[config.mk]
export PLATFORM = sky130hd
export DESIGN_NAME = spi_slave_ram
export DESIGN_NICKNAME = d
export VERILOG_FILES = /design/src/rtl/spi_slave_ram.sv
export SDC_FILE = /design/constraint.sdc
export NUM_CORES = 2
export LEC_CHECK = 0
export CORE_MARGIN = 2
export CORE_UTILIZATION = 40
export DETAILED_ROUTE_END_ITERATION = 7
export PLACE_DENSITY = 0.52
export SLEW_MARGIN = 20
export SYNTH_ARGS = -nofsm -noshare
export SYNTH_HDL_FRONTEND = slang
export SYNTH_SLANG_ARGS = --single-unit
[constraint.sdc]
create_clock -name clk -period 2.6 [get_ports clk]
set_input_delay 0.26 -clock clk [delete_from_list [all_inputs] [get_ports clk]]
set_output_delay 0.26 -clock clk [all_outputs]
set_load 0.05 [all_outputs]
[src/rtl/spi_slave_ram.sv]
// spi_slave_ram: single-port 8-bit RAM fed by the SPI slave's parallel rx words.
// Ports:
//   clk      - system clock, rising edge
//   rst_n    - asynchronous active-low reset
//   din      - {cmd[1:0], payload[7:0]} from the SPI slave rx_data
//   rx_valid - din valid; one command accepted per cycle high
//   dout     - read data toward the SPI slave tx_data (registered)
//   tx_valid - dout holds valid read data (registered)
// Commands: 00 set wr_addr, 01 write data, 10 set rd_addr, 11 read data.
module spi_slave_ram #(
   parameter int unsigned MEM_DEPTH = 256,
   parameter int unsigned ADDR_SIZE = 8,
   parameter int unsigned AUTO_INC  = 0
) (
   input  logic       clk,
   input  logic       rst_n,
   input  logic [9:0] din,
   input  logic       rx_valid,
   output logic [7:0] dout,
   output logic       tx_valid
);

   localparam int unsigned DATA_W = 8;

   localparam logic [1:0] CMD_WR_ADDR = 2'b00;
   localparam logic [1:0] CMD_WR_DATA = 2'b01;
   localparam logic [1:0] CMD_RD_ADDR = 2'b10;
   localparam logic [1:0] CMD_RD_DATA = 2'b11;

   logic [DATA_W-1:0]    mem [MEM_DEPTH];

   logic [ADDR_SIZE-1:0] wr_addr, wr_addr_nxt;
   logic [ADDR_SIZE-1:0] rd_addr, rd_addr_nxt;
   logic [DATA_W-1:0]    dout_nxt;
   logic                 tx_valid_nxt;
   logic                 mem_we;

   logic [1:0]           cmd;
   logic [DATA_W-1:0]    payload;
   logic [ADDR_SIZE-1:0] payload_addr;

   assign cmd          = din[9:8];
   assign payload      = din[7:0];
   assign payload_addr = din[ADDR_SIZE-1:0];

   // Command decode; everything holds while rx_valid is low.
   always_comb begin
      wr_addr_nxt  = wr_addr;
      rd_addr_nxt  = rd_addr;
      dout_nxt     = dout;
      tx_valid_nxt = tx_valid;
      mem_we       = 1'b0;
      if (rx_valid) begin
         // Any accepted non-read command ends a held read; dout keeps its value.
         tx_valid_nxt = 1'b0;
         case (cmd)
            CMD_WR_ADDR: wr_addr_nxt = payload_addr;
            CMD_WR_DATA: begin
               mem_we = 1'b1;
               if (AUTO_INC != 0) wr_addr_nxt = wr_addr + ADDR_SIZE'(1);
            end
            CMD_RD_ADDR: rd_addr_nxt = payload_addr;
            CMD_RD_DATA: begin
               dout_nxt     = mem[rd_addr];
               tx_valid_nxt = 1'b1;
               if (AUTO_INC != 0) rd_addr_nxt = rd_addr + ADDR_SIZE'(1);
            end
            default: ;
         endcase
      end
   end

   // Control and output registers.
   always_ff @(posedge clk or negedge rst_n) begin
      if (!rst_n) begin
         wr_addr  <= '0;
         rd_addr  <= '0;
         dout     <= '0;
         tx_valid <= 1'b0;
      end else begin
         wr_addr  <= wr_addr_nxt;
         rd_addr  <= rd_addr_nxt;
         dout     <= dout_nxt;
         tx_valid <= tx_valid_nxt;
      end
   end

   // RAM array is intentionally not reset so contents survive rst_n.
   always_ff @(posedge clk) begin
      if (mem_we) mem[wr_addr] <= payload;
   end

endmodule

; ---- Word level (Yosys, flattened, before mapping)
; Memories as Yosys holds them, arrays and structs flattened. A register that Yosys moved wholly into a read port is not among the register bits.
; Index checks and enable logic that the tools add are counted.
[word_totals]
regBits = 17
ram_bits = 2048
elab_cells = 17
mem_count = 1
[memory_table]
columns = name, depth, word_bits, rd, rd_clocked_by_memory_dff, wr, line_no
row1 = mem, 256, 8, 1, 1, 1, 30  ; logic [DATA_W-1:0] mem [MEM_DEPTH];
[classes]
n_eq_ne = 3
n_mux = 5
n_reduce_logical = 5
[op_table]
columns = cell, n
row1 = $reduce_and 2->1, 3
row2 = $mux 1, 5
row3 = $eq 2x2->1 const B, 2
row4 = $eq 2x1->1 const B, 1
row5 = $logic_not 2->1, 1
row6 = $logic_not 1->1, 1

; ---- Logic depth before layout (Yosys ltp)
[depth]
depth_word = 5
mapped_depth = 13
mapped_depth_nobuf = 7

; ---- Worst setup path after synthesis
; OpenSTA, ideal clock, no wires.
[synth_timing]
path_kind = reg2reg
start = register rd_addr[0]
end = register dout[3] (read register of mem)
setup_time_ns = 0.124
arrival_ns = 2.208
required_ns = 2.476
slack_ns = 0.268
stages_incl_launch_ff = 11
n_path_buf = 4
synth_period_minus_slack_ns = 2.332
path_cell_list = dfrtp_1 buf_6 buf_8 buf_6 buf_2 mux4_2 a211oi_1 o21ai_0 nand4_1 nor3_1 a211o_1
[synth_lines]
columns = element, line_no
row1 = start: declaration, 33  ; logic [ADDR_SIZE-1:0] rd_addr, rd_addr_nxt;
row2 = start signal: assignment, 82  ; rd_addr <= rd_addr_nxt;
row3 = end: declaration, 19  ; output logic [7:0] dout,

==> impl_results.md <==
- Failing checks: setup timing
- Share of layout cells above drive strength 1: 32.2%
- Hold wc startpoint: rx_valid
- Status: complete, but fails checks
- Required @ worst endpoint: 3.32 ns
- Skew-Pair Late Insertion Delay: ~0.85 ns
- #FFs+latches synth: 2073
- Most frequent cell after synthesis: edfxtp_1
- Slew HR: 40.9%
- Core box area: between 200000 and 250000 um2
- Worst reg2reg endpoint: dout[6]
- DP HPWL: about 160000 um
- Worst setup EP type: flop
- Setup ws final: -0.377 ns
- Initial DRC Count: 5114
- Unique cell type count in the Yosys netlist: 66
- Crit path buf inv count: 4
- Worst Path Arrival: 3.69 ns
- Crit-path most repeated cell: buf_12
- Post-route minimum period: 2.98 ns
- Synth top area share: 75.9%
- First-pass GRT wire length: around 330000 um
- Starting density of the core: 40.2%
- Worst vdd ir: 627 uV
- H-tree level count: 4
- DIE WIDTH: 454 um
- ANT nets after route: 0
- Ys flop type: edfxtp_1
- Number of enable flip-flop cells after synthesis: between 2000 and 2500
- Hold_ws: 0.210 ns
- IO Port Bufs: 21
- Max Clk Rate: 336 MHz
- R2R depth: 10
- Area Overhead vs Synth: 21.8%
- Max Cap Viol: 0
- Transition time at the pin with the least slew margin: just under 0.9 ns
- Non-filler cells, final: between 7000 and 8000
- Largest net degree at the start of global routing: 99
- Max-slew violations: 0
- Die Outline Area: between 200000 and 250000 um2
- Crit-path max FO: 34
- Hold Path Sink: tx_valid
- RSZ-0062 raised after global routing: yes
- Delay-heaviest family, CP: multiplexers
- Reg clk slew, reported paths: approximately 0.06 ns
- Drt via density: 5.60
- Via Count: 43700
- Initial antenna violation count: 10
- # setup viols final: 8
- Syn Area/Cell: between 15 and 20 um2
- Clock sink total: 2073
- Setup crit start kind: flop
- # IOs: 22
- Cts bufs inserted: 210
- Worst path max stage delay: 0.56 ns
- Mapped Cells: a little over 4000
- Total global routing overflow: 0
- R2r startpoint: rd_addr[0]
- # DRC: 0
- Fin. Hold Viols: 0
- Worst path cell trace: buf_12 -> buf_16 -> buf_12 -> mux4_2 -> mux2i_1 -> o21ai_0 -> nand4_1 -> buf_4 -> a2bb2oi_4 -> o41ai_2
- Clk_skew: 0.0439 ns
- Core Rows: approximately 170
- Cell area after synthesis: 81000 um2
- Yosys Warn Count: 0
- Vias in the first global route: 43700
- Top post-synthesis cells by count: 2048 x edfxtp_1, 342 x mux4_2, 332 x mux2i_1, 290 x nor2_1, 185 x nand2_1
- Chip height: around 450 um
- Cell Pwr Density: 812 nW/um2
- Ys async rst share: about 1.2%
- Lkg Pwr: ~33 nW
- Average wire per standard cell: approximately 30 um
- Dpl cells: about 7400
- Syn nets: between 4000 and 5000
- CTS Buffer Depth: 3
- Top cells by area, synth: edfxtp_1 76%, mux4_2 9.5%, mux2i_1 4.1%
- Hold Path Class: in -> reg
- Worst Hold Depth: 3
- Tcrit/Tclk final: 115%
- R2R setup slack: -0.38 ns
- WS Path Type: reg -> reg
- DRT Pass-1 Iters: 6
- Net count, final: 4970
- Leading area contributor after synthesis: edfxtp_1
- Sequential area share after synthesis: approximately 77%
- TritonCTS clock tree: done
- Routed WL: 234000 um
- GP Congestion: just under 0.9
- CTS root buffer: clkbuf_16
- Total GRT Usage: 22.6%
- CP max stage cell: mux4_2
==> stage by stage <==
| stage | area (um2) | setup WS, ns | TNS (ns) | power, mW | util [%] |
|---|---|---|---|---|---|
| finish | 98700 | -0.377 | -2.75 | 80.1 | 48.9 |
| detailed placement | 90600 | -0.893 | -6.41 | 50.6 | 44.9 |
| global route | 98700 | -0.413 | -3.10 | 82.4 | 48.9 |
| floorplan | 81000 | 0.268 | 0 | 44.3 | - |
| global placement | 90600 | -1.63 | -7.70 | 50.6 | 44.9 |
| CTS | 98400 | -0.354 | -2.57 | 80.5 | 48.8 |
==> worst reg2reg max path: cells and delay by family, from the launching register on <==
kind	cells	cell delay, ns
multiplexers	2	0.90
AND/OR/NAND/NOR	1	0.18
buffers and inverters	4	0.75
AO/OA/AOI/OAI	3	0.58
flip-flops	1	0.44
==> cell families after synthesis <==
kind of cell           count (synthesis)  synth area share, %
buffers and inverters                255                 2.01
multiplexers                         711                 14.3
flip-flops                          2073                 76.7
AND/OR/NAND/NOR                      631                 3.34
AO/OA/AOI/OAI                        425                 3.69
==> area by class of cell <==
class	count	area (um2)
sequential	2073	62100
clock inverter	136	1190
antenna	2	5.00
timing repair buffer	899	8580
multi-input combinational	1767	17900
tap	2672	3340
fill	16600	103000
inverter	6	25.0
clock buffer	259	5460
==> worst max-delay path by stage <==
stage / startpoint / end / slack (ns) / cells after the start
after floorplan: rd_addr[0] / dout[3] / 0.27 / 10
after global placement: rd_addr[0] / dout[2] / -1.63 / 10
after detailed placement: rd_addr[0] / dout[6] / -0.89 / 11
after CTS: rd_addr[0] / dout[0] / -0.35 / 12
after global routing: rd_addr[0] / dout[1] / -0.41 / 13
final: rd_addr[0] / dout[6] / -0.38 / 10
==> routing by layer <==
layer  up-vias  wire (um)  global-route usage (%)
li1      18600          -                       -
met1     23300     101000                    32.4
met2      1519     112000                    36.2
met3       313      14800                    3.44
met4         2       6500                    6.20
met5         -         13                       0
==> sequential cells by signal, indices dropped and copies added, names as in the netlist <==
signal,count
mem,2048
dout,8
rd_addr,8
wr_addr,8
tx_valid,1
==> layout by cell type (no fill, tap or decap), types with 59 or more instances in the layout <==
cell | netlist | routed
edfxtp_1 | 2048 | 2048
buf_4 | 20 | 735
mux4_2 | 342 | 343
mux2i_1 | 332 | 328
nor2_1 | 290 | 287
clkbuf_16 | 0 | 213
nand2_1 | 185 | 178
o22ai_1 | 116 | 108
buf_12 | 7 | 108
clkinv_1 | 2 | 59
==> where the power goes <==
group | total (mW) | internal (mW) | switching [mW]
combinational | 13.6 | 5.85 | 7.74
sequential | 37.2 | 36.9 | 0.339
clock | 29.3 | 16.4 | 12.9
total | 80.1 | 59.1 | 21.0
==> repair_timing <==
item | in CTS | in global routing
setup endpoints to repair | 13 | 8
cloned | 6 | 2
hold endpoints to repair | 434 | 0
gates resized for setup | 120 | 37
buffers inserted | 30 | 8
hold buffers | 9 | 0
pin swaps | 23 | 16
Note: power is estimated with default switching activity, not from simulation.
